$ cat src/rtl/run_detect_scheduler.sv
// -----------------------------------------------------------------------------
// run_detect_scheduler
//
// Purpose:
//   Shares one serial run-length detector between NUM_CH bit-stream
//   requesters. A round-robin arbiter picks one requesting channel per cycle.
//   The granted channel's sample bit is applied to that channel's saved run
//   count:
//     - a 1 extends the run, saturating at RUN_LEN;
//     - a 0 clears the run.
//   detect[ch] is high while the run equals RUN_LEN. A flush request clears
//   the run state one channel per cycle. Every detect rising edge is reported
//   as a single-cycle event and counted by a saturating counter.
//
// Ports:
//   clk          in   1        clock
//   reset        in   1        synchronous, active-high reset (highest priority)
//   enable       in   1        1 = arbitrate/service requests, 0 = hold state
//   flush        in   1        one-cycle pulse, starts a channel-by-channel clear
//   req          in   NUM_CH   per-channel sample request (level)
//   bit_in       in   NUM_CH   per-channel sample bit, valid while req is set
//   grant        out  NUM_CH   one-hot; channel whose sample was consumed last cycle
//   detect       out  NUM_CH   per-channel detect level
//   event_ch     out  CH_W     channel of the most recent detect rising edge
//   event_pulse  out  1        one-cycle pulse, cycle after a detect rising edge
//   event_count  out  CNT_W    saturating count of detect rising edges
//   busy         out  1        high while flushing
// -----------------------------------------------------------------------------
module run_detect_scheduler #(
    parameter int NUM_CH  = 4,
    parameter int RUN_LEN = 2,
    parameter int CNT_W   = 8
) (
    input  logic                      clk,
    input  logic                      reset,
    input  logic                      enable,
    input  logic                      flush,
    input  logic [NUM_CH-1:0]         req,
    input  logic [NUM_CH-1:0]         bit_in,
    output logic [NUM_CH-1:0]         grant,
    output logic [NUM_CH-1:0]         detect,
    output logic [$clog2(NUM_CH)-1:0] event_ch,
    output logic                      event_pulse,
    output logic [CNT_W-1:0]          event_count,
    output logic                      busy
);

    localparam int CH_W  = $clog2(NUM_CH);
    localparam int RUN_W = $clog2(RUN_LEN + 1);

    localparam logic [RUN_W-1:0]  RUN_MAX = RUN_W'(RUN_LEN);
    localparam logic [CH_W-1:0]   LAST_CH = CH_W'(NUM_CH - 1);
    localparam logic [NUM_CH-1:0] ONE_HOT_0 = NUM_CH'(1);

    typedef enum logic [1:0] {
        ST_IDLE  = 2'd0,
        ST_RUN   = 2'd1,
        ST_FLUSH = 2'd2
    } state_t;

    // -------------------------------------------------------------------------
    // Registers
    // -------------------------------------------------------------------------
    state_t              r_state;
    logic [CH_W-1:0]     r_rr;           // first channel looked at next search
    logic [CH_W-1:0]     r_flush_idx;    // channel cleared this FLUSH cycle
    logic [NUM_CH-1:0]   r_grant;
    logic [NUM_CH-1:0]   r_detect;
    logic [NUM_CH-1:0]   r_detect_d;     // detect one cycle late, for edge finding
    logic                r_event_pulse;
    logic [CH_W-1:0]     r_event_ch;
    logic [CNT_W-1:0]    r_event_count;

    // -------------------------------------------------------------------------
    // Combinational signals
    // -------------------------------------------------------------------------
    state_t              w_state_next;
    logic                w_arb_en;       // a grant may be issued at this edge
    logic                w_flush_clr;    // clear channel r_flush_idx at this edge
    logic                w_grant_valid;
    logic [CH_W-1:0]     w_grant_ch;
    logic                w_grant_fire;
    logic [CH_W-1:0]     w_rr_next;
    logic [CH_W-1:0]     w_flush_idx_next;
    logic [NUM_CH-1:0]   w_rise;
    logic                w_rise_any;
    logic [CH_W-1:0]     w_rise_ch;

    // -------------------------------------------------------------------------
    // FSM: next state and per-state enables
    // -------------------------------------------------------------------------
    always_comb begin
        w_state_next = r_state;
        w_arb_en     = 1'b0;
        w_flush_clr  = 1'b0;
        case (r_state)
            ST_IDLE: begin
                if (flush) begin
                    w_state_next = ST_FLUSH;
                end else if (enable) begin
                    w_state_next = ST_RUN;
                end
            end
            ST_RUN: begin
                // flush wins over enable; a flush cycle issues no grant
                if (flush) begin
                    w_state_next = ST_FLUSH;
                end else if (!enable) begin
                    w_state_next = ST_IDLE;
                end else begin
                    w_arb_en = 1'b1;
                end
            end
            ST_FLUSH: begin
                // flush pulses arriving here are deliberately ignored
                w_flush_clr = 1'b1;
                if (r_flush_idx == LAST_CH) begin
                    w_state_next = enable ? ST_RUN : ST_IDLE;
                end
            end
            default: begin
                w_state_next = ST_IDLE;
            end
        endcase
    end

    always_ff @(posedge clk) begin
        if (reset) begin
            r_state <= ST_IDLE;
        end else begin
            r_state <= w_state_next;
        end
    end

    // -------------------------------------------------------------------------
    // Round-robin search starting at r_rr. Walking offsets from high to low
    // leaves the lowest requesting offset as the final winner.
    // -------------------------------------------------------------------------
    always_comb begin
        logic [CH_W-1:0] w_idx;
        int              k;
        w_grant_valid = 1'b0;
        w_grant_ch    = '0;
        w_idx         = '0;
        k             = 0;
        for (int i = NUM_CH - 1; i >= 0; i--) begin
            k = int'(r_rr) + i;
            if (k >= NUM_CH) begin
                k = k - NUM_CH;
            end
            w_idx = CH_W'(k);
            if (req[w_idx]) begin
                w_grant_valid = 1'b1;
                w_grant_ch    = w_idx;
            end
        end
    end

    assign w_grant_fire = w_arb_en && w_grant_valid;
    assign w_rr_next    = (w_grant_ch == LAST_CH) ? '0 : w_grant_ch + 1'b1;
    assign w_flush_idx_next = (r_flush_idx == LAST_CH) ? '0 : r_flush_idx + 1'b1;

    // grant, pointer and flush index
    always_ff @(posedge clk) begin
        if (reset) begin
            r_grant     <= '0;
            r_rr        <= '0;
            r_flush_idx <= '0;
        end else begin
            r_grant <= w_grant_fire ? (ONE_HOT_0 << w_grant_ch) : '0;
            if (w_grant_fire) begin
                r_rr <= w_rr_next;
            end
            // the index parks at 0 outside FLUSH so each flush starts at ch0
            r_flush_idx <= w_flush_clr ? w_flush_idx_next : '0;
        end
    end

    // -------------------------------------------------------------------------
    // Per-channel run state. Each channel owns its run counter and detect bit;
    // only the granted channel (or the channel being flushed) changes.
    // -------------------------------------------------------------------------
    for (genvar gi = 0; gi < NUM_CH; gi++) begin : g_ch
        logic [RUN_W-1:0] r_run;
        logic             r_det;
        logic [RUN_W-1:0] w_run_inc;
        logic             w_clear;
        logic             w_serve;

        assign w_run_inc = (r_run == RUN_MAX) ? RUN_MAX : r_run + 1'b1;
        assign w_clear   = w_flush_clr && (r_flush_idx == CH_W'(gi));
        assign w_serve   = w_grant_fire && (w_grant_ch == CH_W'(gi));

        always_ff @(posedge clk) begin
            if (reset) begin
                r_run <= '0;
                r_det <= 1'b0;
            end else if (w_clear) begin
                r_run <= '0;
                r_det <= 1'b0;
            end else if (w_serve) begin
                if (bit_in[gi]) begin
                    r_run <= w_run_inc;
                    r_det <= (w_run_inc == RUN_MAX);
                end else begin
                    r_run <= '0;
                    r_det <= 1'b0;
                end
            end
        end

        assign r_detect[gi] = r_det;
    end

    // -------------------------------------------------------------------------
    // Event reporting. grant is one-hot, so at most one detect bit can rise
    // per cycle; the priority encoder below never has to pick between two.
    // -------------------------------------------------------------------------
    assign w_rise     = r_detect & ~r_detect_d;
    assign w_rise_any = |w_rise;

    always_comb begin
        w_rise_ch = '0;
        for (int i = NUM_CH - 1; i >= 0; i--) begin
            if (w_rise[i]) begin
                w_rise_ch = CH_W'(i);
            end
        end
    end

    always_ff @(posedge clk) begin
        if (reset) begin
            r_detect_d    <= '0;
            r_event_pulse <= 1'b0;
            r_event_ch    <= '0;
            r_event_count <= '0;
        end else begin
            r_detect_d    <= r_detect;
            r_event_pulse <= w_rise_any;
            if (w_rise_any) begin
                r_event_ch <= w_rise_ch;
                if (r_event_count != {CNT_W{1'b1}}) begin
                    r_event_count <= r_event_count + 1'b1;
                end
            end
        end
    end

    // -------------------------------------------------------------------------
    // Outputs
    // -------------------------------------------------------------------------
    assign grant       = r_grant;
    assign detect      = r_detect;
    assign event_ch    = r_event_ch;
    assign event_pulse = r_event_pulse;
    assign event_count = r_event_count;
    assign busy        = (r_state == ST_FLUSH);

endmodule

$ cat config.mk
export PLATFORM = sky130hd
export DESIGN_NAME = run_detect_scheduler
export DESIGN_NICKNAME = d
export VERILOG_FILES = /design/src/rtl/run_detect_scheduler.sv
export SDC_FILE = /design/constraint.sdc
export NUM_CORES = 1
export LEC_CHECK = 0
export BUFFER_PORTS_ARGS = -buffer_cell sky130_fd_sc_hd__clkbuf_2
export CAP_MARGIN = 25
export CORE_MARGIN = 2
export CORE_UTILIZATION = 50
export DETAILED_ROUTE_END_ITERATION = 10
export PLACE_DENSITY = 0.75
export SLEW_MARGIN = 40
export SYNTH_ARGS = -nofsm -noshare
export SYNTH_HDL_FRONTEND = slang
export SYNTH_SLANG_ARGS = --single-unit
export TNS_END_PERCENT = 100
$ cat constraint.sdc
create_clock -name clk -period 2.7 [get_ports clk]
set_clock_uncertainty 0.2 [all_clocks]
set_input_delay 0.54 -clock clk [delete_from_list [all_inputs] [get_ports clk]]
set_output_delay 0.54 -clock clk [all_outputs]
set_load 0.02 [all_outputs]
==> results.md <==
- Status: completed
- Vias after detailed routing: roughly 1500
- RSZ-0062 raised after global routing: false
- Cell Rows: 20
- Post-route ant nets: 0
- Fraction of layout cells with a size suffix above 1: 21.3%
- Worst setup EP type: flip-flop
- Post-synth EDFFs: 0
- Startpoint type of the worst setup path: flip-flop
- IO Pins: 32
- Gate power share: under 10%
- Fin crit share: 78.2%
- Setup Buffers After CTS: 0
- Vias per cell: around 5.7
- DP Worst Slack: 0.467 ns
- Switching Power: ~210 uW
- Maximum buffer depth of the clock tree: 2
- CTS clk-pin slew, worst paths: approximately 0.1 ns
- Clock sink total: 33
- Synth Net Count: approximately 210
- Fin. max-slew vios: 0
- WS Path Type: reg -> reg
- Global-route wire length before repair: ~5700 um
- Placer Congestion: between 0.8 and 0.9
- Root buf cell: clkbuf_4
- Yosys Warn Count: 0
- Cell Area, Placed: 1790 um^2
- Routed wire length: 3540 um
- Worst hold path class: in -> reg
- Residual DRC count: 0
- Hpwl dp: 2570 um
- Register area share after synthesis: 39.9%
- CTS tree: yes
- Synth-to-Final Area Change: 11.6%
- Flops & latches, synth: 33
- Final Cell Area: 1850 um^2
- Die area: about 3800 um^2
- Initial antenna violation count: 0
- Syn Area/Cell: 9.00 um^2
- Largest net degree at the start of global routing: 32
- Die X: just over 60 um
- Slew @ Worst Pin: between 0.6 and 0.7 ns
- Post-layout util: 59.6%
- Power density cells: roughly 460 nW/um^2
- CP Cell Sequence: mux2i_1 -> nor2_1 -> nor3_1 -> buf_4 -> inv_1 -> ha_1 -> nand3_1 -> nand2_1 -> a221oi_1
- Crit path required time: 2.74 ns
- Slowest stage delay, CP: about 0.46 ns
- Clk_lat worst skew: about 0.34 ns
- Ys async rst share: 0%
- DR WL/cell: 13.9 um
- Core region area: 3100 um^2
- Main flop type after synthesis: dfxtp_1
- Lkg Pwr: approximately 0.00075 uW
- Post_cts resized: 0
- Library cells used by synthesis: between 40 and 50
- Peak supply drop: approximately 0.00027 V
- Tot Pwr: 844 uW
- Vias in the first global route: around 1300
- Max-Cap Viols: 0
- Seq pwr share: 58.3%
- Hold Buf Count CTS: 0
- Slew margin rel.: between 50% and 60%
- Internal cell power: approximately 640 uW
- Synth Instances: around 180
- Clock Power Share: between 30% and 40%
- Setup TNS: 0 ns
- Critical path fanouts, max: 8
- FMAX: between 0.4 and 0.5 GHz
- Mapped Area: roughly 1700 um^2
- Sw Share: about a quarter
- Die Ht: around 62 um
- CTS buffer count: 5
- Fin. Hold Viols: 0
- Htree depth: 2
- DR iter-0 viols: 68
- All-Layer GR Usage: 20.6%
- Setup ws final: between 0.5 and 0.6 ns
- Initial Util: 53.4%
- Crit-path slowest cell: dfxtp_1
- Final Critical Period: between 2 and 2.5 ns
- Net count, final: ~240
- IO Port Bufs: 31
- N_diodes: 0
- TritonRoute pass-1 iters: 4
- Final Setup Violations: 0
- WP data arrival: about 2.2 ns
- Fill cells: about 300
- Total congestion overflow: 0
==> power groups by stage <==
stage               registers, uW  clock network (uW)  logic, uW
global route                  493                 321       69.0
CTS                           493                 296       61.8
global placement              504                   0       58.2
detailed placement            504                   0       61.4
floorplan                     503                   0       36.5
finish                        493                 289       62.6
==> stage by stage <==
stage | hold WS (ns) | cells
global placement | 0.257 | 248
CTS | 0.255 | 255
floorplan | 0.249 | 184
finish | 0.265 | 255
detailed placement | 0.265 | 248
global route | 0.253 | 255
==> Yosys cell counts (all sizes together) (2+ instances only) <==
master | number | area (um^2)
a21oi | 9 | 45.0
a221oi | 8 | 70.1
and3 | 3 | 18.8
and4 | 4 | 37.5
buf | 9 | 72.6
clkbuf | 4 | 16.3
dfxtp | 33 | 661
ha | 13 | 163
inv | 15 | 56.3
mux2 | 2 | 22.5
mux2i | 2 | 20.0
nand2 | 17 | 63.8
nand2b | 5 | 31.3
nand3 | 7 | 35.0
nand4 | 8 | 50.1
nor2 | 14 | 52.6
nor2b | 3 | 18.8
nor4 | 3 | 18.8
o21ai | 3 | 15.0
o31ai | 2 | 15.0
o41ai | 2 | 17.5
or4 | 4 | 30.0
==> placed cells by master (no fill, tap or decap), types with 4 or more instances in the layout <==
master	Yosys	final
nor2_1	14	14
nand2_1	17	17
inv_1	15	15
a221oi_1	8	8
a21oi_1	9	9
or4_1	4	4
nand3_1	7	7
ha_1	13	13
nand4_1	8	8
dfxtp_1	33	33
nand2b_1	5	5
clkbuf_4	0	5
clkbuf_2	1	31
==> worst max-delay path, delay by kind of cell, from the launching register on <==
kind	cells	cell delay [ns]
compound gates	1	0.22
flops	1	0.46
buf+inv	2	0.26
simple gates	4	0.42
mux	1	0.23
fa+ha+maj	1	0.24
==> metal layers <==
layer  up-vias  global-route usage [%]  part of all wire (%)
met2        51                    33.5                    48
met1       682                    25.1                    43
met4         0                    7.90                   1.8
li1        711                       -                     -
met3         8                    6.93                   6.5
met5         -                       0                     0
==> registers in the layout, indices dropped and copies added, names as in the netlist <==
register / flops
grant: 4
event_ch: 2
r_rr: 2
r_state: 2
event_count: 8
r_detect_d: 4
r_flush_idx: 2
event_pulse: 1
g_ch.r_run: 8
==> worst paths after layout <==
kind	cells after the start	from	slack, ns	end
setup / recovery	9	r_rr[1]$_SDFFE_PP0P_	0.59	g_ch[2].r_run[0]$_SDFFE_PP0P_
hold / removal	2	enable	0.26	r_state[0]$_SDFFE_PP0P_
setup reg to reg	9	r_rr[1]$_SDFFE_PP0P_	0.59	g_ch[2].r_run[0]$_SDFFE_PP0P_
hold reg to reg	2	g_ch[3].r_run[0]$_SDFFE_PP0P_	0.28	g_ch[3].r_run[0]$_SDFFE_PP0P_
==> final cells by class <==
cell class / instances / area (um^2) / area share (%)
inverters: 15 / 56.3 / 3.05
flip-flops and latches: 33 / 661 / 35.7
clock buffers: 7 / 55.1 / 2.98
repair buffers: 33 / 170 / 9.21
well taps: 44 / 55.1 / 2.98
multi-input cells: 123 / 851 / 46.0
==> cell families (layout without fill, tap and decap cells) <==
logic type      count (synthesis)  in the layout  synth area share (%)
fa+ha+maj                      13             13                  9.82
compound gates                 30             30                  13.1
mux                             4              4                  2.57
buf+inv                        28             55                  8.76
simple gates                   76             76                  25.8
flops                          33             33                  39.9
Note: power is estimated with default switching activity, not from simulation.
